`config.mk`:
```
export PLATFORM = sky130hd
export DESIGN_NAME = div_seq_ctrl_flat
export DESIGN_NICKNAME = d
export VERILOG_FILES = /design/src/rtl/div_seq_ctrl_pkg.sv /design/src/rtl/div_seq_ctrl_if.sv /design/src/rtl/div_seq_ctrl_step.sv /design/src/rtl/div_seq_ctrl.sv /design/src/flat_wrapper.sv
export SDC_FILE = /design/constraint.sdc
export NUM_CORES = 1
export LEC_CHECK = 0
export BUFFER_PORTS_ARGS = -buffer_cell sky130_fd_sc_hd__buf_2
export CORE_MARGIN = 2
export CORE_UTILIZATION = 60
export DETAILED_ROUTE_END_ITERATION = 10
export GPL_TIMING_DRIVEN = 0
export MAX_ROUTING_LAYER = met4
export PLACE_DENSITY = 0.81
export REMOVE_ABC_BUFFERS = 1
export SLEW_MARGIN = 0
export SYNTH_ARGS = -nofsm -noshare
export SYNTH_HDL_FRONTEND = slang
export SYNTH_SLANG_ARGS = --single-unit
```
`constraint.sdc`:
```
create_clock -name clk -period 7.9 [get_ports clk]
set_input_delay 0 -clock clk [delete_from_list [all_inputs] [get_ports clk]]
set_output_delay 0 -clock clk [all_outputs]
set_load 0.01 [all_outputs]
```
`src/rtl/div_seq_ctrl_pkg.sv`:
```
// ---------------------------------------------------------------------------
// div_seq_ctrl_pkg
//   Shared definitions for the execute-stage DIV/DIVU sequencer:
//   - default operand width
//   - FSM state encodings (DIV_IDLE / DIV_CALC / DIV_DONE)
//   - sign-fixup helpers applied to the unsigned magnitude result
// ---------------------------------------------------------------------------
package div_seq_ctrl_pkg;

    // Operand/result width used when a parent does not override it.
    localparam int DIV_WIDTH_DEFAULT = 32;

    // Sequencer states.
    typedef enum logic [1:0] {
        DIV_IDLE = 2'd0,
        DIV_CALC = 2'd1,
        DIV_DONE = 2'd2
    } divState_t;

    // The quotient of a signed divide is negative when the operand signs differ.
    function automatic logic quoNegate(input logic isSigned, input logic signA, input logic signB);
        return isSigned & (signA ^ signB);
    endfunction

    // The remainder takes the sign of the dividend.
    function automatic logic remNegate(input logic isSigned, input logic signA);
        return isSigned & signA;
    endfunction

endpackage

```
`src/rtl/div_seq_ctrl_if.sv`:
```
// ---------------------------------------------------------------------------
// div_seq_ctrl_if
//   E-stage handshake between the pipeline and the divide sequencer.
//   master : pipeline side (drives start/operands/flush/stall, sees results)
//   slave  : divider side
//   Signals:
//     div_startE  DIV/DIVU valid in E        signed_divE  1 = DIV, 0 = DIVU
//     opaE        dividend (rs)              opbE         divisor (rt)
//     flushE      E-stage flush              stallE       stall from other sources
//     div_stallE  freeze F/D/E while busy    div_readyE   result valid this cycle
//     div_hiE     remainder                  div_loE      quotient
// ---------------------------------------------------------------------------
interface div_seq_ctrl_if
    import div_seq_ctrl_pkg::*;
#(
    parameter int WIDTH = DIV_WIDTH_DEFAULT
);
    logic             div_startE;
    logic             signed_divE;
    logic [WIDTH-1:0] opaE;
    logic [WIDTH-1:0] opbE;
    logic             flushE;
    logic             stallE;
    logic             div_stallE;
    logic             div_readyE;
    logic [WIDTH-1:0] div_hiE;
    logic [WIDTH-1:0] div_loE;

    modport master (
        output div_startE, signed_divE, opaE, opbE, flushE, stallE,
        input  div_stallE, div_readyE, div_hiE, div_loE
    );

    modport slave (
        input  div_startE, signed_divE, opaE, opbE, flushE, stallE,
        output div_stallE, div_readyE, div_hiE, div_loE
    );
endinterface

```
`src/rtl/div_seq_ctrl_step.sv`:
```
// ---------------------------------------------------------------------------
// div_seq_ctrl_step
//   One combinational radix-2 restoring divide step, MSB first.
//   i_rem     partial remainder so far
//   i_quo     remaining dividend bits (top) / quotient bits developed (bottom)
//   i_divisor divisor magnitude
//   o_rem     partial remainder after this step
//   o_quo     i_quo shifted left with the new quotient bit in the LSB
// ---------------------------------------------------------------------------
module div_seq_ctrl_step
    import div_seq_ctrl_pkg::*;
#(
    parameter int WIDTH = DIV_WIDTH_DEFAULT
) (
    input  logic [WIDTH-1:0] i_rem,
    input  logic [WIDTH-1:0] i_quo,
    input  logic [WIDTH-1:0] i_divisor,
    output logic [WIDTH-1:0] o_rem,
    output logic [WIDTH-1:0] o_quo
);
    logic [WIDTH:0] w_shifted;
    logic [WIDTH:0] w_diff;

    // Bring the next dividend bit into the remainder; one extra bit of headroom
    // so the trial subtraction's borrow shows up in the MSB.
    assign w_shifted = {i_rem, i_quo[WIDTH-1]};
    assign w_diff    = w_shifted - {1'b0, i_divisor};

    // Borrow set means the divisor did not fit: restore (keep the shifted value).
    assign o_rem = w_diff[WIDTH] ? w_shifted[WIDTH-1:0] : w_diff[WIDTH-1:0];
    assign o_quo = {i_quo[WIDTH-2:0], ~w_diff[WIDTH]};
endmodule

```
`src/rtl/div_seq_ctrl.sv`:
```
// ---------------------------------------------------------------------------
// div_seq_ctrl
//   Sequencing controller and iterative datapath for DIV/DIVU in the execute
//   stage. Runs a radix-2 restoring divide over WIDTH cycles on operand
//   magnitudes, holds the front of the pipeline via div_stallE meanwhile, then
//   presents a sign-corrected quotient (div_loE) and remainder (div_hiE) with
//   div_readyE for the HI/LO write.
//   Ports:
//     clk   pipeline clock, rising edge
//     rst   asynchronous reset, active low (0 = reset)
//     bus   div_seq_ctrl_if.slave (start/operands/flush/stall in, results out)
//   Build option:
//     DIV_ZERO_FAST_EN  when defined, a zero divisor skips CALC and goes
//                       straight to DONE (ready one cycle after start).
// ---------------------------------------------------------------------------
module div_seq_ctrl
    import div_seq_ctrl_pkg::*;
#(
    parameter int WIDTH = DIV_WIDTH_DEFAULT
) (
    input  logic           clk,
    input  logic           rst,
    div_seq_ctrl_if.slave  bus
);
    localparam int                CNT_W    = $clog2(WIDTH) + 1;
    localparam logic [CNT_W-1:0]  LAST_CNT = CNT_W'(WIDTH - 1);

    divState_t        r_state;
    divState_t        w_stateNext;
    logic [CNT_W-1:0] r_cnt;
    logic [WIDTH-1:0] r_rem;
    logic [WIDTH-1:0] r_quo;
    logic [WIDTH-1:0] r_divisor;
    logic [WIDTH-1:0] r_dividendOrig;
    logic [WIDTH-1:0] r_hi;
    logic [WIDTH-1:0] r_lo;
    logic             r_signA;
    logic             r_signB;
    logic             r_signed;

    logic             w_accept;
    logic             w_lastStep;
    logic             w_stall;
    logic             w_ready;
    logic [WIDTH-1:0] w_absA;
    logic [WIDTH-1:0] w_absB;
    logic [WIDTH-1:0] w_stepRem;
    logic [WIDTH-1:0] w_stepQuo;
    logic [WIDTH-1:0] w_hiFinal;
    logic [WIDTH-1:0] w_loFinal;

    // Magnitudes are only taken for DIV; the most negative value maps onto
    // itself, which is the correct unsigned magnitude 2^(WIDTH-1).
    assign w_absA = (bus.signed_divE && bus.opaE[WIDTH-1]) ? -bus.opaE : bus.opaE;
    assign w_absB = (bus.signed_divE && bus.opbE[WIDTH-1]) ? -bus.opbE : bus.opbE;

    div_seq_ctrl_step #(.WIDTH(WIDTH)) u_step (
        .i_rem     (r_rem),
        .i_quo     (r_quo),
        .i_divisor (r_divisor),
        .o_rem     (w_stepRem),
        .o_quo     (w_stepQuo)
    );

    // Final result from the last step: divide-by-zero returns all ones and the
    // original dividend regardless of signedness; otherwise apply sign fixup.
    always_comb begin
        w_hiFinal = w_stepRem;
        w_loFinal = w_stepQuo;
        if (r_divisor == '0) begin
            w_hiFinal = r_dividendOrig;
            w_loFinal = '1;
        end else begin
            if (remNegate(r_signed, r_signA)) begin
                w_hiFinal = -w_stepRem;
            end
            if (quoNegate(r_signed, r_signA, r_signB)) begin
                w_loFinal = -w_stepQuo;
            end
        end
    end

    // State register.
    always_ff @(posedge clk or negedge rst) begin
        if (!rst) begin
            r_state <= DIV_IDLE;
        end else begin
            r_state <= w_stateNext;
        end
    end

    // Next-state and handshake outputs. A flush always wins and returns to
    // IDLE; stall is raised combinationally in the accepting cycle so the
    // pipeline freezes with the divide still sitting in E.
    always_comb begin
        w_stateNext = r_state;
        w_accept    = 1'b0;
        w_lastStep  = 1'b0;
        w_stall     = 1'b0;
        w_ready     = 1'b0;
        case (r_state)
            DIV_IDLE: begin
                if (bus.div_startE && !bus.flushE) begin
                    w_accept    = 1'b1;
                    w_stall     = 1'b1;
`ifdef DIV_ZERO_FAST_EN
                    w_stateNext = (bus.opbE == '0) ? DIV_DONE : DIV_CALC;
`else
                    w_stateNext = DIV_CALC;
`endif
                end
            end
            DIV_CALC: begin
                w_stall = 1'b1;
                if (bus.flushE) begin
                    w_stateNext = DIV_IDLE;
                end else if (r_cnt == LAST_CNT) begin
                    w_lastStep  = 1'b1;
                    w_stateNext = DIV_DONE;
                end
            end
            DIV_DONE: begin
                w_ready = !bus.flushE;
                if (bus.flushE || !bus.stallE) begin
                    w_stateNext = DIV_IDLE;
                end
            end
            default: begin
                w_stateNext = DIV_IDLE;
            end
        endcase
    end

    // Datapath: latch operands on accept, iterate in CALC, and register the
    // corrected result only when the last step completes (or immediately for
    // a fast zero divisor). Results otherwise hold until the next completion.
    always_ff @(posedge clk or negedge rst) begin
        if (!rst) begin
            r_cnt          <= '0;
            r_rem          <= '0;
            r_quo          <= '0;
            r_divisor      <= '0;
            r_dividendOrig <= '0;
            r_hi           <= '0;
            r_lo           <= '0;
            r_signA        <= 1'b0;
            r_signB        <= 1'b0;
            r_signed       <= 1'b0;
        end else if (w_accept) begin
            r_cnt          <= '0;
            r_rem          <= '0;
            r_quo          <= w_absA;
            r_divisor      <= w_absB;
            r_dividendOrig <= bus.opaE;
            r_signA        <= bus.opaE[WIDTH-1];
            r_signB        <= bus.opbE[WIDTH-1];
            r_signed       <= bus.signed_divE;
`ifdef DIV_ZERO_FAST_EN
            if (bus.opbE == '0) begin
                r_hi <= bus.opaE;
                r_lo <= '1;
            end
`endif
        end else if (r_state == DIV_CALC && !bus.flushE) begin
            r_rem <= w_stepRem;
            r_quo <= w_stepQuo;
            r_cnt <= r_cnt + CNT_W'(1);
            if (w_lastStep) begin
                r_hi <= w_hiFinal;
                r_lo <= w_loFinal;
            end
        end
    end

    assign bus.div_stallE = w_stall;
    assign bus.div_readyE = w_ready;
    assign bus.div_hiE    = r_hi;
    assign bus.div_loE    = r_lo;
endmodule

```
`src/flat_wrapper.sv`:
```
// flat-port wrapper written by rule: the top's interface ports become plain ports
module div_seq_ctrl_flat import div_seq_ctrl_pkg::*;
#(
    parameter int WIDTH = DIV_WIDTH_DEFAULT
)
  (clk, rst, bus_div_startE, bus_signed_divE, bus_opaE, bus_opbE, bus_flushE, bus_stallE, bus_div_stallE, bus_div_readyE, bus_div_hiE, bus_div_loE);
  div_seq_ctrl_if #(.WIDTH(WIDTH)) bus_i ();
  input  logic clk;
  input  logic rst;
  input wire logic [$bits(bus_i.div_startE)-1:0] bus_div_startE;
  input wire logic [$bits(bus_i.signed_divE)-1:0] bus_signed_divE;
  input wire logic [$bits(bus_i.opaE)-1:0] bus_opaE;
  input wire logic [$bits(bus_i.opbE)-1:0] bus_opbE;
  input wire logic [$bits(bus_i.flushE)-1:0] bus_flushE;
  input wire logic [$bits(bus_i.stallE)-1:0] bus_stallE;
  output wire logic [$bits(bus_i.div_stallE)-1:0] bus_div_stallE;
  output wire logic [$bits(bus_i.div_readyE)-1:0] bus_div_readyE;
  output wire logic [$bits(bus_i.div_hiE)-1:0] bus_div_hiE;
  output wire logic [$bits(bus_i.div_loE)-1:0] bus_div_loE;
  assign bus_i.div_startE = bus_div_startE;
  assign bus_i.signed_divE = bus_signed_divE;
  assign bus_i.opaE = bus_opaE;
  assign bus_i.opbE = bus_opbE;
  assign bus_i.flushE = bus_flushE;
  assign bus_i.stallE = bus_stallE;
  assign bus_div_stallE = bus_i.div_stallE;
  assign bus_div_readyE = bus_i.div_readyE;
  assign bus_div_hiE = bus_i.div_hiE;
  assign bus_div_loE = bus_i.div_loE;
  div_seq_ctrl #(.WIDTH(WIDTH)) u_core (.clk(clk), .rst(rst), .bus(bus_i));
endmodule
```
==> impl_results.md <==
* Status: finished clean
* CTS tree: built
* DRC violations left at 0
* # port buffers at 135
* Slew HR at 13.3%
* CP Data Required Time at 8.29 ns
* Sequential share of power at 24.4%
* Drt total wl at 40.6 mm
* Total CTS buffers at 23
* Max rail drop VDD at 0.000209 V
* Synth area leader: dfrtp_1
* Synth top area share at 37.4%
* Worst hold path type: in -> async
* Top Ports at 136
* Peak Freq at 0.144 GHz
* R2R Setup Slk at 0.95 ns
* CTS Buffer Depth at 3
* RSZ-0062 raised after global routing: false
* Pleak at 7.32 nW
* Dpl hpwl at 27.9 mm
* H-tree levels at 1
* RR Startpoint: u_core.r_quo[31]
* Pins Over Slew Limit at 0
* Area of the core at 0.0220 mm2
* Async S/R FF share, synth at 100%
* Avg WL per Cell at 19.2 um
* Minimum clock period after layout at 6.95 ns
* Clock Power Share at 19.5%
* Mapped Cells at 1656
* DIE HEIGHT at 154 um
* Largest stage delay on the critical path at 0.96 ns
* Total gr overflow at 0
* Final Setup Violations at 0
* Ant. Diodes at 0
* CP Capture Type: flop
* CP max stage cell: nor3_2
* Pwr dens at 362 mW/mm2
* Most frequent cells in the layout: nand2_1 (259), dfrtp_1 (202), o21ai_0 (167)
* Via count at 13306
* Commonest non-fill, non-tap cell in the layout: nand2_1
* Mapped Area at 0.0135 mm2
* Initial antenna violation count at 0
* Share of cells above drive strength 1 at 13.0%
* Cells on worst reg2reg path at 22
* CP Class: reg -> reg
* Fin Clk Skew at 0.00875 ns
* Slew at the pin closest to its max-slew limit at 1.30 ns
* Die ar. at 0.0237 mm2
* Final nets at 1925
* Seq/Total Area, Yosys at 37.4%
* Synth Register Bits at 202
* Clock Latency Late Sink at 0.52 ns
* GPL Wtd Cong at 0.936
* Clock slew at reported path FFs at 0.06 ns
* Rows at 54
* Dpl cells at 1995
* Sw Ratio at 46.2%
* Main flop type after synthesis: dfrtp_1
* Synth warn at 0
* Multi-input gate area at 0.00788 mm2
* Internal Pwr Total at 3.12 mW
* Clock Sinks at 202
* Finished Layout Cells at 2114
* Area Overhead vs Synth at 18.6%
* Max_cap viols at 0
* Crit path max fanout at 31
* Power Total at 5.80 mW
* Distinct cells, synth at 90
* Largest cells by area after synthesis: dfrtp_1 (37%), nand2_1 (7.2%), o21ai_0 (6.2%)
* Via density at 6.29
* Delay-heaviest family, CP: simple AND/OR/NAND/NOR gates
* Crit-path cells: inv_1 -> ha_1 -> inv_1 -> fa_1 -> a211oi_2 -> o211a_1 -> nor4_2 -> o311a_2 -> nor3_2 -> nor2_4 -> inv_4 -> mux2i_1 -> ha_1 -> or3b_2 -> nor2_1 -> nand2_1 -> a21oi_1 -> a31oi_1 -> o31ai_2 -> o21ai_1 -> xor2_1 -> o21ai_1
* Net Switching at 2.68 mW
* CP arrival at 7.34 ns
* Combinational share of power at 56.1%
* Tot GR Track Use at 35.5%
* Fin Setup TNS at 0 ns
* Postcts setup bufs at 0
* First-pass GRT wire length at 66.9 mm
* Vias in the first global route at 13232
* CTS Root Cell: clkbuf_16
* Antenna-violating nets left at 0
* Mean Syn Cell Area at 8.16 um2
* Final Hold Violating Endpoints at 0
* Worst Setup Slack post-DPL at 0.939 ns
* Startpoint types: flop
* Post-route clock period utilization at 87.9%
* TritonRoute pass-1 iters at 5
* Fill cells at 1616
* Initial core utilization at 61.5%
* Final Worst Setup Slack at 0.954 ns
* Die width at 154 um
* WP buf/inv at 3
* DR iter-0 viols at 1342
* Largest net degree at the start of global routing at 123
* Reg area at 0.00505 mm2
* R2R Path End: u_core.bus.div_hiE[24]
* Number of flops mapped to enable cells by yosys at 0
[power by group through the flow]
stage               combinational (mW)  clock [mW]  sequential (mW)
detailed placement                3.09           0             1.42
floorplan                         2.36           0             1.35
finish                            3.25        1.13             1.42
global placement                  3.02           0             1.42
global route                      3.57        1.18             1.43
CTS                               3.15        1.14             1.41
[worst max-delay path by stage]
stage | from | to | slack (ns) | depth (start not counted)
floorplan | u_core.r_state[0] | u_core.r_quo[10] | 1.15 | 4
global placement | u_core.r_state[0] | u_core.r_quo[28] | -5.68 | 4
detailed placement | u_core.r_quo[31] | u_core.bus.div_hiE[24] | 0.94 | 22
CTS | u_core.r_quo[31] | u_core.bus.div_hiE[24] | 0.87 | 22
global route | u_core.r_quo[31] | u_core.bus.div_hiE[24] | 0.81 | 22
finish | u_core.r_quo[31] | u_core.bus.div_hiE[24] | 0.95 | 22
[what timing repair did]
action,4_1_cts,5_1_grt
setup endpoints to repair,0,0
endpoints found under the hold margin,184,0
resized for setup,0,0
hold buffers,76,0
[metal layers]
metal / vias up / GRT usage [%] / wire length [um] / part of all wire [%]
met4: 0 / 14.3 / 1480 / 3.6
met1: 6406 / 44.5 / 16800 / 41
met3: 110 / 4.90 / 2690 / 6.6
met5: - / - / 0 / 0
li1: 6229 / - / - / -
met2: 561 / 58.4 / 19600 / 48
[per-stage QoR]
stage	instance area (um2)	hold slack, ns	utilization, %
after CTS	16000	0.0926	72.9
after detailed placement	14400	0.0460	65.8
after floorplan	13100	-0.296	-
final	16000	0.0688	73.0
after global routing	16000	0.145	73.0
after global placement	14100	0.224	64.4
[final cells by class]
type	instances	area share (%)
Clock buffer	34	4.41
Timing Repair Buffer	229	10.7
Inverter	58	1.37
Multi-Input combinational cell	1303	49.1
Clock inverter	8	0.617
Sequential cell	202	31.5
Tap cell	280	2.19
[cell usage after synthesis (14+ instances only)]
cell type and n:
buf_2 16, and3_1 19, xnor2_1 78, nand4_1 15, ha_1 37, o21ai_0 168, a21oi_1 149, nand3_1 16
inv_1 57, nor2_1 142, clkbuf_1 65, and2_1 17, dfrtp_1 202, nor3_1 33, nor4_1 28, a22oi_1 33
nand2_1 259, or3_1 14, mux2i_1 28, a31oi_1 30, xor2_1 52
[sequential cells by signal, indices dropped and copies added (netlist names)]
name and flops:
u_core.r_state 2, u_core.bus.div_loE 32, u_core.r_signB 1, u_core.r_quo 32, u_core.r_divisor 32, u_core.r_cnt 6
u_core.bus.div_hiE 32, u_core.r_rem 32, u_core.r_dividendOrig 32, u_core.r_signed 1
[cells by family (layout without fill, tap and decap cells)]
kind of cell	after synthesis	in the layout	share of synthesized area, %
AND/OR/NAND/NOR	597	597	20.5
adder cells (fa/ha/maj)	38	38	3.57
flip-flops	202	202	37.4
XOR/XNOR	130	130	8.42
buffers and inverters	151	329	4.53
multiplexers	33	33	2.52
AO/OA/AOI/OAI	505	505	23.1
(Power assumes the default switching activity.)
